===== src/rtl/conv1_window_buf_8b.sv =====
// conv1_window_buf_8b
//   Line buffer and 3x3 window generator in front of the binarized conv1
//   calculator. Takes a raster-order pixel stream (one pixel per valid_in
//   beat, gaps allowed, no backpressure) and emits the nine window pixels
//   plus a one-cycle strobe for every valid-convolution position. There is
//   no padding, so a 28x28 frame yields 26x26 windows.
//
// Ports
//   clk            system clock, rising edge
//   rst            synchronous active-high reset, highest priority
//   valid_in       pixel_in carries an accepted pixel this cycle
//   pixel_in       unsigned pixel, row-major raster order
//   pixel_0..8     window, row-major (pixel_0 top-left, pixel_8 bottom-right)
//   valid_out_buf  window outputs valid (single-cycle pulse)
//   frame_done     one-cycle pulse after the last pixel of a frame

module conv1_window_buf_8b #(
   parameter int IMG_W  = 28,
   parameter int IMG_H  = 28,
   parameter int DATA_W = 8
) (
   input  logic              clk,
   input  logic              rst,
   input  logic              valid_in,
   input  logic [DATA_W-1:0] pixel_in,
   output logic [DATA_W-1:0] pixel_0,
   output logic [DATA_W-1:0] pixel_1,
   output logic [DATA_W-1:0] pixel_2,
   output logic [DATA_W-1:0] pixel_3,
   output logic [DATA_W-1:0] pixel_4,
   output logic [DATA_W-1:0] pixel_5,
   output logic [DATA_W-1:0] pixel_6,
   output logic [DATA_W-1:0] pixel_7,
   output logic [DATA_W-1:0] pixel_8,
   output logic              valid_out_buf,
   output logic              frame_done
);

   // sr_q[k] holds the pixel accepted k+1 beats ago, so the oldest entry
   // (index 2*IMG_W+1) is the top-left of the window for the current pixel.
   localparam int SR_DEPTH = 2*IMG_W + 2;
   localparam int COL_W    = (IMG_W > 1) ? $clog2(IMG_W) : 1;
   localparam int ROW_W    = (IMG_H > 1) ? $clog2(IMG_H) : 1;

   logic [COL_W-1:0]  col_q, col_d;
   logic [ROW_W-1:0]  row_q, row_d;
   logic [DATA_W-1:0] sr_q  [SR_DEPTH];
   logic [DATA_W-1:0] sr_d  [SR_DEPTH];
   logic [DATA_W-1:0] win_q [9];
   logic [DATA_W-1:0] win_d [9];
   logic              valid_q, valid_d;
   logic              done_q, done_d;

   logic last_col;
   logic last_row;
   logic qualify;

   assign last_col = (col_q == COL_W'(IMG_W-1));
   assign last_row = (row_q == ROW_W'(IMG_H-1));

   // Rows 0/1 and columns 0/1 would pull in pixels from the previous row or
   // frame, so only positions with r>=2 and c>=2 produce a window.
   assign qualify  = valid_in && (row_q >= ROW_W'(2)) && (col_q >= COL_W'(2));

   always_comb begin
      col_d = col_q;
      row_d = row_q;
      if (valid_in) begin
         if (last_col) begin
            col_d = '0;
            row_d = last_row ? '0 : row_q + ROW_W'(1);
         end else begin
            col_d = col_q + COL_W'(1);
         end
      end
   end

   always_comb begin
      sr_d = sr_q;
      if (valid_in) begin
         sr_d[0] = pixel_in;
         for (int i = 1; i < SR_DEPTH; i++) begin
            sr_d[i] = sr_q[i-1];
         end
      end
   end

   // The current pixel comes straight from pixel_in; the other eight taps
   // are read from storage before it shifts.
   always_comb begin
      win_d = win_q;
      if (qualify) begin
         win_d[8] = pixel_in;
         win_d[7] = sr_q[0];
         win_d[6] = sr_q[1];
         win_d[5] = sr_q[IMG_W-1];
         win_d[4] = sr_q[IMG_W];
         win_d[3] = sr_q[IMG_W+1];
         win_d[2] = sr_q[2*IMG_W-1];
         win_d[1] = sr_q[2*IMG_W];
         win_d[0] = sr_q[2*IMG_W+1];
      end
   end

   assign valid_d = qualify;
   assign done_d  = valid_in && last_col && last_row;

   always_ff @(posedge clk) begin
      if (rst) begin
         col_q   <= '0;
         row_q   <= '0;
         valid_q <= 1'b0;
         done_q  <= 1'b0;
         for (int i = 0; i < SR_DEPTH; i++) begin
            sr_q[i] <= '0;
         end
         for (int i = 0; i < 9; i++) begin
            win_q[i] <= '0;
         end
      end else begin
         col_q   <= col_d;
         row_q   <= row_d;
         valid_q <= valid_d;
         done_q  <= done_d;
         sr_q    <= sr_d;
         win_q   <= win_d;
      end
   end

   assign pixel_0       = win_q[0];
   assign pixel_1       = win_q[1];
   assign pixel_2       = win_q[2];
   assign pixel_3       = win_q[3];
   assign pixel_4       = win_q[4];
   assign pixel_5       = win_q[5];
   assign pixel_6       = win_q[6];
   assign pixel_7       = win_q[7];
   assign pixel_8       = win_q[8];
   assign valid_out_buf = valid_q;
   assign frame_done    = done_q;

endmodule


===== config.mk =====
export PLATFORM = sky130hd
export DESIGN_NAME = conv1_window_buf_8b
export DESIGN_NICKNAME = d
export VERILOG_FILES = /design/src/rtl/conv1_window_buf_8b.sv
export SDC_FILE = /design/constraint.sdc
export NUM_CORES = 1
export LEC_CHECK = 0
export ABC_AREA = 1
export CORE_MARGIN = 5
export CORE_UTILIZATION = 30
export CTS_CLUSTER_DIAMETER = 150
export DETAILED_ROUTE_END_ITERATION = 8
export GPL_TIMING_DRIVEN = 0
export PLACE_DENSITY = 0.49
export SYNTH_ARGS = -nofsm -noshare
export SYNTH_HDL_FRONTEND = slang
export SYNTH_SLANG_ARGS = --single-unit

===== constraint.sdc =====
create_clock -name clk -period 2.1 [get_ports clk]
set_input_delay 0.42 -clock clk [delete_from_list [all_inputs] [get_ports clk]]
set_output_delay 0.42 -clock clk [all_outputs]
set_load 0.01 [all_outputs]

[Yosys cells after proc, flatten, opt, wreduce, memory -nomap -nowiden]
Index checks and enable logic that the tools add are counted.
Word-level totals
  flip-flop bits (word level): 548
  bits in latches: 0
  bits in writable memories: 0
  memory bits (read-only): 0
  input bits: 11
  logic and storage cells: 84
  memories: 0
Cells by class
  add/subtract/negate cells: 2
  multipliers: 0
  div/mod/pow operators: 0
  order comparisons: 2
  eq/ne operators: 2
  shifts and indexed selects: 0
  mux-type cells: 2
  bitwise logic cells: 0
  reductions and logical operators: 5
Operators with widths (number)
  $add 5x1->5 const B: 2
  $eq 5x5->1 const B: 2
  $ge 5x2->1 const B: 2
  $mux 5: 2
  $logic_and 1x1->1: 4
  $reduce_and 2->1: 1

[Depth between registers and ports, before layout]
  word-level depth: 3
  mapped depth: 9
  gate-level depth less buffers: 8

[Least setup slack after synthesis]
No wires, ideal clock.
  path type: reg-to-reg
  start: reg col_q[0]
  end: reg win_q (netlist bit pixel_0[2])
  data arrival time: 1.337 ns
  path slack: 0.653 ns
  cell stages (with the launch flop): 10
  path buffers: 1
  cells stage by stage: dfxtp_1 > inv_1 > ha_1 > nor2_1 > nand3_2 > nand3_2 > buf_2 > nand2_1 > inv_2 > nor2_1
Between the ends
  cells in the longest elaborated chain, start to end: 2
RTL lines
  start, declared: line 45  | logic [COL_W-1:0] col_q, col_d;
  start signal, assigned: line 121  | col_q <= col_d;
  $ge 5x2->1: line 63  | assign qualify = valid_in && (row_q >= ROW_W'(2)) && (col_q >= COL_W'(2));
  $logic_and 1x1->1: line 63
  end signal, assigned: line 126  | win_q <= win_d;
  end, declared: line 49  | logic [DATA_W-1:0] win_q [9];
Every way passes these cells.
A chain may end at the register's enable or synchronous reset.

[Worst setup path after layout]
  start: reg win_q (netlist bit pixel_6[4])
  end: out pixel_6[4]
RTL lines
  end, declared: line 32  | output logic [DATA_W-1:0] pixel_6,
No word-level cell between the ends.

==> flow_metrics.py <==
metrics = {
    "clocking": {
        "cts_tree": "yes",
        "htree_num_levels": 2,
        "clock_latency_ps": 610,
        "cts_buffers": 57,
        "cts_resized": 1,
        "clock-sinks": 548,
        "post-cts-setup-buffer-count": 0,
        "cts.path.max_buffers": 3,
        "clkSlewWorstSetupHoldPaths_ps": 60,
        "cts_root_buffer": "clkbuf_16",
        "hold_buffers": 0,
    },
    "sta": {
        "maxSlewHeadroom_pct": 67.9,
        "setup_viol": 0,
        "fin_crit_ps": 1980,
        "max_freq_mhz": 504,
        "fin_tns_setup_ps": 0,
        "hold_viol_final": 0,
        "drv_slew": 0,
        "skew_ps": 23.1,
        "fin_hold_ws_ps": 429,
        "finalCritPeriodShare_pct": 94.5,
        "worst_pin_slew_ps": 481,
    },
    "flow_run": {
        "drv_cap": 0,
    },
    "cells_and_area": {
        "multiInputGateArea_um2": 7190,
        "stdcell_count": 3670,
        "regArea_um2": 11000,
        "diodes": 0,
        "finalInstanceArea_um2": 23600,
        "final_layout_size_suffix_gt1_share_pct": 6.41,
        "nFillCells": 6850,
        "syn2layout_area_growth_pct": 18.7,
        "finalNetCount": 2781,
    },
    "detailed_routing": {
        "vias_per_cell": 4.41,
        "ant_nets": 0,
        "route.vias.total": 16200,
        "drc": 0,
        "drt-pass1-iter-count": 5,
        "wl_per_cell_um": 12.5,
        "drt-initial-drc-count": 861,
        "wl_um": 46000,
    },
    "worst_setup_path": {
        "reg2reg_depth": 9,
        "path_depth": 1,
        "arrival_ps": 1560,
        "crit_family": "buffers and inverters",
        "cp-end-kind": "primary output",
        "crit_slowest_cell": "clkdlybuf4s50_1",
        "required_ps": 1680,
        "cp_cell_sequence": "clkdlybuf4s50_1",
        "critPathMaxFanout": 2,
        "start_kind": "register",
        "critical_path_buf_inv_count": 1,
        "crit_path_max_incr_delay_ps": 570,
        "critPathKind": "reg -> out",
    },
    "placement": {
        "placed_area_um2": 21800,
        "dp.cells": 3571,
        "place.gp.congestion": 0.764,
        "port-buffer-count": 83,
        "hpwl_um": 31600,
    },
    "logic_synthesis": {
        "ys_seq_area_share_pct": 55.1,
        "synth_nets": 2639,
        "avgSynthCellArea_um2": 7.59,
        "netlist_area_um2": 19900,
        "ys_types": 21,
        "netlist_instances": 2624,
        "synth-async-reset-ratio_pct": 0,
        "ys_top_cells_by_count": "nor2_1, dfxtp_1, o21ai_0, inv_1, nand2_1",
        "ys_ff_latch": 548,
        "synth_area_leader_cell": "dfxtp_1",
        "synth_edf_count": 0,
        "yosys-top-cells-area": "dfxtp_1, nor2_1, o21ai_0",
        "yosysWarnings": 0,
        "synth_top_area_share_pct": 55.1,
        "synth_most_common_cell": "nor2_1",
        "ys.flop_type": "dfxtp_1",
    },
    "floorplan": {
        "die_height_um": 268,
        "initial_core_util_pct": 30.3,
        "io_pins": 85,
        "placement_rows": 94,
        "die-area_um2": 71600,
        "placeableCoreArea_um2": 65700,
        "die_w_um": 268,
    },
    "pwr": {
        "ir_drop_mv": 0.568,
        "p_per_area_nw_per_um2": 953,
        "power_leakage_nw": 9.83,
    },
    "global_routing": {
        "grt.overflow.total": 0,
        "antenna_found_initial": 0,
        "grt_pass1_wl_um": 76800,
        "grt_pass1_vias": 15400,
        "grt_max_degree": 15,
        "grt_usage_pct": 12.5,
    },
    "status": {
        "outcome": "finished, final reports clean",
    },
    "hold_path": {
        "hp-class": "in -> reg",
        "holdPathStages": 3,
    },
}
where the power goes:
part / internal [mW] / leakage [nW] / switching [mW] / total [mW]
combinational: 0.508 / 4.42 / 1.03 / 1.53
sequential: 11.0 / 4.51 / 0.268 / 11.2
clock: 5.66 / 0.898 / 4.09 / 9.75
total: 17.1 / 9.83 / 5.38 / 22.5
worst register-to-register path, stage by stage, from the launching register on:
cell and delay (ps):
dfxtp_1 330, inv_1 80, ha_1 190, nor2_1 110, nand3_2 350, nand3_4 300, buf_2 300, nand2_1 80
inv_1 60, nor2_1 40
layout make-up:
| type | instances | share of cell area [%] |
|---|---|---|
| Sequential cell | 548 | 46.4 |
| Multi-Input combinational cell | 1656 | 30.4 |
| Clock buffer | 81 | 6.97 |
| Tap cell | 864 | 4.57 |
| Buffer | 192 | 3.82 |
| Inverter | 228 | 3.62 |
| Timing Repair Buffer | 83 | 3.52 |
| Clock inverter | 18 | 0.651 |
sequential cells by signal, indices dropped and copies added, names as in the netlist:
signal         cells
pixel_3            8
sr_q             464
pixel_0            8
valid_out_buf      1
row_q              5
frame_done         1
pixel_2            8
pixel_5            8
pixel_8            8
col_q              5
pixel_7            8
pixel_4            8
pixel_6            8
pixel_1            8
metrics by stage:
stage / power (mW) / util [%] / setup WS (ps)
detailed placement: 13.0 / 33.2 / -625
global placement: 12.9 / 33.2 / -660
finish: 22.5 / 35.9 / 116
global route: 23.6 / 35.9 / -7.26
CTS: 22.9 / 35.9 / 25.6
floorplan: 12.5 / - / 653
cells in the final DEF, fill, tap and decap left out:
master,count
nand2_1,154
o21ai_0,466
dfxtp_1,548
clkbuf_16,58
xor2_1,2
clkinv_8,1
nand2b_1,1
buf_1,6
clkinv_2,14
clkbuf_2,1
inv_1,220
inv_2,8
nand3_2,1
clkdlybuf4s50_1,83
nor2_1,853
clkbuf_8,11
clkbuf_1,117
buf_2,51
clkinvlp_4,1
buf_4,27
nand3_4,2
ha_1,4
nor2_2,1
a21oi_1,85
nor3_1,4
nand4_1,74
nand3_1,8
buf_6,2
and3_1,1
bufinv_16,2
per-layer routing:
metal,vias up,global-route usage [%],share of wire [%]
met5,-,0,0
met4,0,3.06,2.0
met3,67,2.50,4.0
li1,8594,-,-
met2,205,19.9,43
met1,7317,17.7,51
path summary, 6_finish.rpt:
check	from	end	slack [ps]
max	pixel_6[4]	pixel_6[4]	120
min	pixel_in[4]	sr_q[460]	430
max reg2reg	row_q[0]	pixel_6[0]	150
min reg2reg	sr_q[327]	sr_q[319]	470
logic make-up (layout without fill, tap and decap cells):
family | count (synthesis) | after routing | share of synthesized area [%]
simple gates | 1099 | 1099 | 21.9
buf+inv | 420 | 602 | 8.83
flops | 548 | 548 | 55.1
compound gates | 551 | 551 | 13.9
fa+ha+maj | 4 | 4 | 0.251
xor+xnor | 2 | 2 | 0.0880
Power figures use the tool's default switching activity.
==> edit 1: new RTL, same flow settings <==
Set the parameter `IMG_W` to 42 (it was 28).
--- a/src/rtl/conv1_window_buf_8b.sv
+++ b/src/rtl/conv1_window_buf_8b.sv
@@ -15,7 +15,7 @@
 //   frame_done     one-cycle pulse after the last pixel of a frame
 
 module conv1_window_buf_8b #(
-   parameter int IMG_W  = 28,
+   parameter int IMG_W  = 42,
    parameter int IMG_H  = 28,
    parameter int DATA_W = 8
 ) (
Check against the original RTL: no difference found for any inputs over 10 cycles, from zero or initial values and one cycle with rst high; that may be too few to reach the edited logic, so the function may still have changed.
==> edit 1 against the unedited design <==
Final area is 39% higher; setup slack worse by 9.5 ps; worst hold slack worse by 320 ps; total power is 49% higher; via count is 35% higher; routed wire length is 33% higher; sequential cell count is 225 higher; area after synthesis is 39% higher; critical endpoint is now pixel_5[3].
==> edit 1: results (changes against the unedited design) <==
Yosys
  – Synth cell count leaders: 1303 x nor2_1, 773 x dfxtp_1, 689 x o21ai_0, 228 x inv_1, 166 x nand2_1 (was 853 x nor2_1, 548 x dfxtp_1, 466 x o21ai_0, 220 x inv_1, 154 x nand2_1)
  – Synth Net Count: 3628 (was 2639)
  – Adder-Cell Fraction of Synth Area: 0.00226 (was 0.00251)
  – Synth top area cells: dfxtp_1 56%, nor2_1 18%, o21ai_0 12% (was dfxtp_1 55%, nor2_1 16%, o21ai_0 12%)
  – Xor-xnor portion of the synthesized cell area: 0.000950 (was 0.000880)
  – Synth Area in Compound Gates: 0.140 (was 0.139)
  – Seq/Total Area, Yosys: 0.560 (was 0.551)

Critical path
  – Worst path max stage delay: 570 ps (about the same)
  – CP max-delay cell: clkdlybuf4s50_1 (unchanged)
  – Reg2Reg Setup Slack: 240 ps (was 150 ps)
  – Crit path from: pixel_5[3]$_SDFFE_PP0P_ (was pixel_6[4]$_SDFFE_PP0P_)
  – FF-to-FF End: pixel_3[0]$_SDFFE_PP0P_ (was pixel_6[0]$_SDFFE_PP0P_)
  – CP endpoint: pixel_5[3] (was pixel_6[4])

Hold path
  – Hold Path Depth: 2 (was 3)
  – Hold_sp: rst (was pixel_in[4])
  – Hold EP: col_q[4]$_SDFFE_PP0P_ (was sr_q[460]$_SDFFE_PP0P_)

Placed design
  – Final GP Congestion: 0.723 (was 0.764)
  – Dpl hpwl: 40500 um (was 31600 um)
  – Area after DPL: 30000 sq um (was 21800 sq um)
  – PortBufs: 82 (was 83)

Finish
  – Fill cells: 9704 (was 6850)
  – Final Instance Area: 32900 sq um (was 23600 sq um)
  – Nets: 3798 (was 2781)
  – Max reg flops: 688 (was 464)
  – Layout cells sized above 1: 0.0679 (was 0.0641)

Global route
  – Total GRT Usage: 0.122 (was 0.125)
  – Number of global-route vias before repair: 20753 (was 15380)
  – Largest net degree at the start of global routing: 13 (was 15)
  – First-pass GRT wire length: 104000 um (was 76800 um)

Timing
  – Hold_ws: 104 ps (was 429 ps)
  – Worst Tran Pin Value: 803 ps (was 481 ps)
  – Final Skew: 27.5 ps (was 23.1 ps)
  – Max Slew Vio Count: 0 (unchanged)

Clock tree
  – Clock Latency Late Sink: 640 ps (was 610 ps)
  – Cts bufs inserted: 86 (was 57)
  – Post-cts resize count: 1 (unchanged)
  – H-tree depth: 3 (was 2)

Power
  – Leakage Power: 0.0137 uW (was 0.00983 uW)
  – VDD IR max: 0.578 mV (was 0.568 mV)
  – Pint: 25600 uW (was 17100 uW)

Detailed routing
  – WL/cell: 12.2 um (was 12.5 um)
  – Vias: 21789 (was 16183)
  – Initial DRC count: 1323 (was 861)

Run status
  – Status: complete, no violations (unchanged)
-- edit 1: cell types whose count changed after synthesis, moves of 8 or more --
cell and change:
nor2_1 +450, dfxtp_1 +225, o21ai_0 +223, clkbuf_1 +46, buf_2 +22, nand2_1 +12, buf_4 +8, inv_1 +8
-- edit 1: stage by stage --
step,setup TNS [ps],setup WS [ps],power [uW],utilization,std cells
6_report,0,106,33400,0.360,5031
3_5_place_dp,-190,-31.5,18300,0.327,4880
2_1_floorplan,0,647,17700,-,3612
5_1_grt,0,30.1,35000,0.360,5031
3_3_place_gp,-10.0,-10.0,18300,0.327,4880
4_1_cts,0,38.0,34000,0.360,5031
-- edit 1: power by group through the flow --
stage / Clock, uW / Sequential, uW / Combinational (uW)
floorplan: 0 / 16100 / 1630
global placement: 0 / 16200 / 2150
detailed placement: 0 / 16200 / 2160
CTS: 16000 / 15900 / 2180
global route: 16500 / 16000 / 2520
finish: 15400 / 15900 / 2130
-- edit 1: area by class of cell --
class	instances	area, sq um	share of cell area
timing repair buffer	82	821	0.0249
clock inverter	26	353	0.0107
inverter	230	863	0.0262
buffer	268	1270	0.0385
clock buffer	125	2610	0.0793
sequential	773	15500	0.470
multi-input combinational	2341	10100	0.306
tap	1186	1480	0.0451
-- edit 1: layer usage --
layer	vias to the layer above	global-route usage	routed length [um]
li1	11817	-	-
met1	9623	0.170	31200
met5	-	0	0
met4	0	0.0388	1490
met2	255	0.191	26400
met3	94	0.0234	2220
-- edit 1: logic make-up (layout without fill, tap and decap cells) --
group | after synthesis | in the layout
DFF | 773 | 773
xor gates and xnor gates | 3 | 3
buffers and inverters | 498 | 731
and+or+nand+nor | 1558 | 1558
AOI/OAI and AO/OA | 775 | 775
adders and majority gates | 5 | 5
==> edit 2: new RTL, same flow settings <==
Without the edit above. Register the output `pixel_1`, cleared by the reset; this adds one clock of latency there. The other outputs are not delayed to match.
--- a/src/rtl/conv1_window_buf_8b.sv
+++ b/src/rtl/conv1_window_buf_8b.sv
@@ -128,7 +128,13 @@
    end
 
    assign pixel_0       = win_q[0];
-   assign pixel_1       = win_q[1];
+   always_ff @(posedge clk) begin
+      if (rst) begin
+         pixel_1 <= '0;
+      end else begin
+         pixel_1 <= win_q[1];
+      end
+   end
    assign pixel_2       = win_q[2];
    assign pixel_3       = win_q[3];
    assign pixel_4       = win_q[4];
Behaviour: no difference found for any inputs over 10 cycles, from zero or initial values and one cycle with rst high; that may be too few to reach the edited logic, so the function may still have changed.
==> edit 2 against the unedited design <==
Routed wire length increased by 1.1%; clock skew increased by 4.6 ps; combinational power decreased by 12%; sequential cell count increased by 8; die area decreased by 0.13%; final area increased by 0.38%; setup slack got worse by 37 ps; area after synthesis decreased by 0.13%; total power increased by 1.7%; critical path type unchanged; critical endpoint is now pixel_6[2]; largest power group unchanged.
==> edit 2: results (changes against the unedited design) <==
Clock tree
  – H-tree depth: 2 (unchanged)
  – Clock Latency Late Sink: 620 ps
  – Root Driver: clkbuf_16 (unchanged)
  – Post-CTS setup buffer count: 0 (unchanged)
  – Clock buffer depth: 3 (unchanged)
  – Cts bufs inserted: 59 (was 57)
  – CTS clk-pin slew, worst paths: 60 ps (about the same)

Global route
  – Number of global-route vias before repair: 15415 (was 15380)
  – First-pass GRT wire length: 78400 um (was 76800 um)
  – Largest net degree at the start of global routing: 16 (was 15)
  – Total GRT Usage: 0.129 (was 0.125)
  – Initial antenna violation count: 1 (was 0)

Detailed routing
  – Initial DRC count: 922 (was 861)
  – Final wirelength: 46500 um (was 46000 um)
  – Vias: 15795 (was 16183)
  – First-pass detailed-route iteration total: 5 (unchanged)

Timing
  – Worst Tran Pin Value: 634 ps (was 481 ps)
  – Setup violators final: 0 (unchanged)
  – Final Skew: 27.7 ps (was 23.1 ps)
  – Hold_ws: 441 ps (was 429 ps)

Yosys
  – Async SR Flop Fraction: 0 (unchanged)
  – Synth top area cells: dfxtp_1 56%, nor2_1 18%, o21ai_0 11% (was dfxtp_1 55%, nor2_1 16%, o21ai_0 12%)
  – Yosys warning total: 0 (unchanged)
  – Synth cell count leaders: 975 x nor2_1, 556 x dfxtp_1, 453 x o21ai_0, 151 x nand2_1, 105 x inv_1 (was 853 x nor2_1, 548 x dfxtp_1, 466 x o21ai_0, 220 x inv_1, 154 x nand2_1)
  – Synth cell types: 20 (was 21)
  – Seq/Total Area, Yosys: 0.560 (was 0.551)
  – Synth Net Count: 2604 (was 2639)
  – Most used DFF post-synth: dfxtp_1 (unchanged)

Power
  – VDD IR max: 0.716 mV (was 0.568 mV)
  – Leakage Power: 0.0104 uW (was 0.00983 uW)

Critical path
  – Worst-path maximum fanout: 2 (unchanged)
  – Worst path max stage delay: 540 ps (was 570 ps)
  – Top delay family on crit path: buffers and inverters (unchanged)
  – Reg2Reg Setup Slack: 250 ps (was 150 ps)
  – Critical Path AT: 1600 ps (was 1560 ps)
  – CP max-delay cell: clkdlybuf4s50_1 (unchanged)

Placed design
  – Dpl hpwl: 32000 um (was 31600 um)
  – Final GP Congestion: 0.801 (was 0.764)
  – PortBufs: 83 (unchanged)
  – Area after DPL: 21800 sq um (about the same)

Finish
  – Max reg flops: 464 (unchanged)
  – Nets: 2748 (was 2781)
  – Layout cells sized above 1: 0.0853 (was 0.0641)
  – Top reg by flops: sr_q (unchanged)
  – Antenna fix cells: 0 (unchanged)
  – Fill cells: 6841 (was 6850)

Hold path
  – Worst hold path class: in2reg (unchanged)

Run status
  – Status: complete, no violations (unchanged)
-- edit 2: path summary, 6_finish.rpt --
path	to	cells after the start	start
setup reg to reg	pixel_2[6]$_SDFFE_PP0P_	10	row_q[0]$_SDFFE_PP0P_
setup / recovery	pixel_6[2]	2	pixel_6[2]$_SDFFE_PP0P_
hold / removal	row_q[4]$_SDFFE_PP0P_	2	rst
hold reg to reg	pixel_1[0]$_SDFF_PP0_	2	win_q[56]$_SDFFE_PP0P_
-- edit 2: timing repair --
action / in CTS / in global routing
endpoints found under the setup margin: 0 / 3
gates resized for setup: 0 / 3
hold endpoints to repair: 0 / 0
-- edit 2: routing by layer --
layer	vias to the layer above	routed length, um	global-route usage
li1	8397	-	-
met1	7121	23500	0.181
met2	209	20200	0.206
met3	68	1920	0.0255
met4	0	872	0.0304
met5	-	0	0
-- edit 2: layout make-up --
cell class,count,area [sq um],share of cell area
buffer,243,1290,0.0543
clock buffer,96,1850,0.0778
clock inverter,11,80.1,0.00338
inverter,108,405,0.0171
multi-input combinational,1682,7050,0.297
sequential,556,11100,0.469
tap,864,1080,0.0456
timing repair buffer,83,838,0.0353
-- edit 2: cells by family after synthesis --
kind of cell,count (synthesis),share of synthesized area
AOI/OAI and AO/OA,530,0.133
DFF,556,0.560
and+or+nand+nor,1146,0.218
adders and majority gates,4,0.00252
buffers and inverters,351,0.0852
xor gates and xnor gates,2,0.000881
-- edit 2: power breakdown --
group	internal (uW)	total [uW]	switching, uW
registers	11100	11400	304
logic	454	1340	888
clock network	5970	10100	4160
-- edit 2: per-stage QoR --
step / std cells / setup WS (ps)
2_1_floorplan: 2589 / 707
3_3_place_gp: 3536 / -439
3_5_place_dp: 3536 / -435
4_1_cts: 3643 / 16.5
5_1_grt: 3643 / -3.87
6_report: 3643 / 78.8
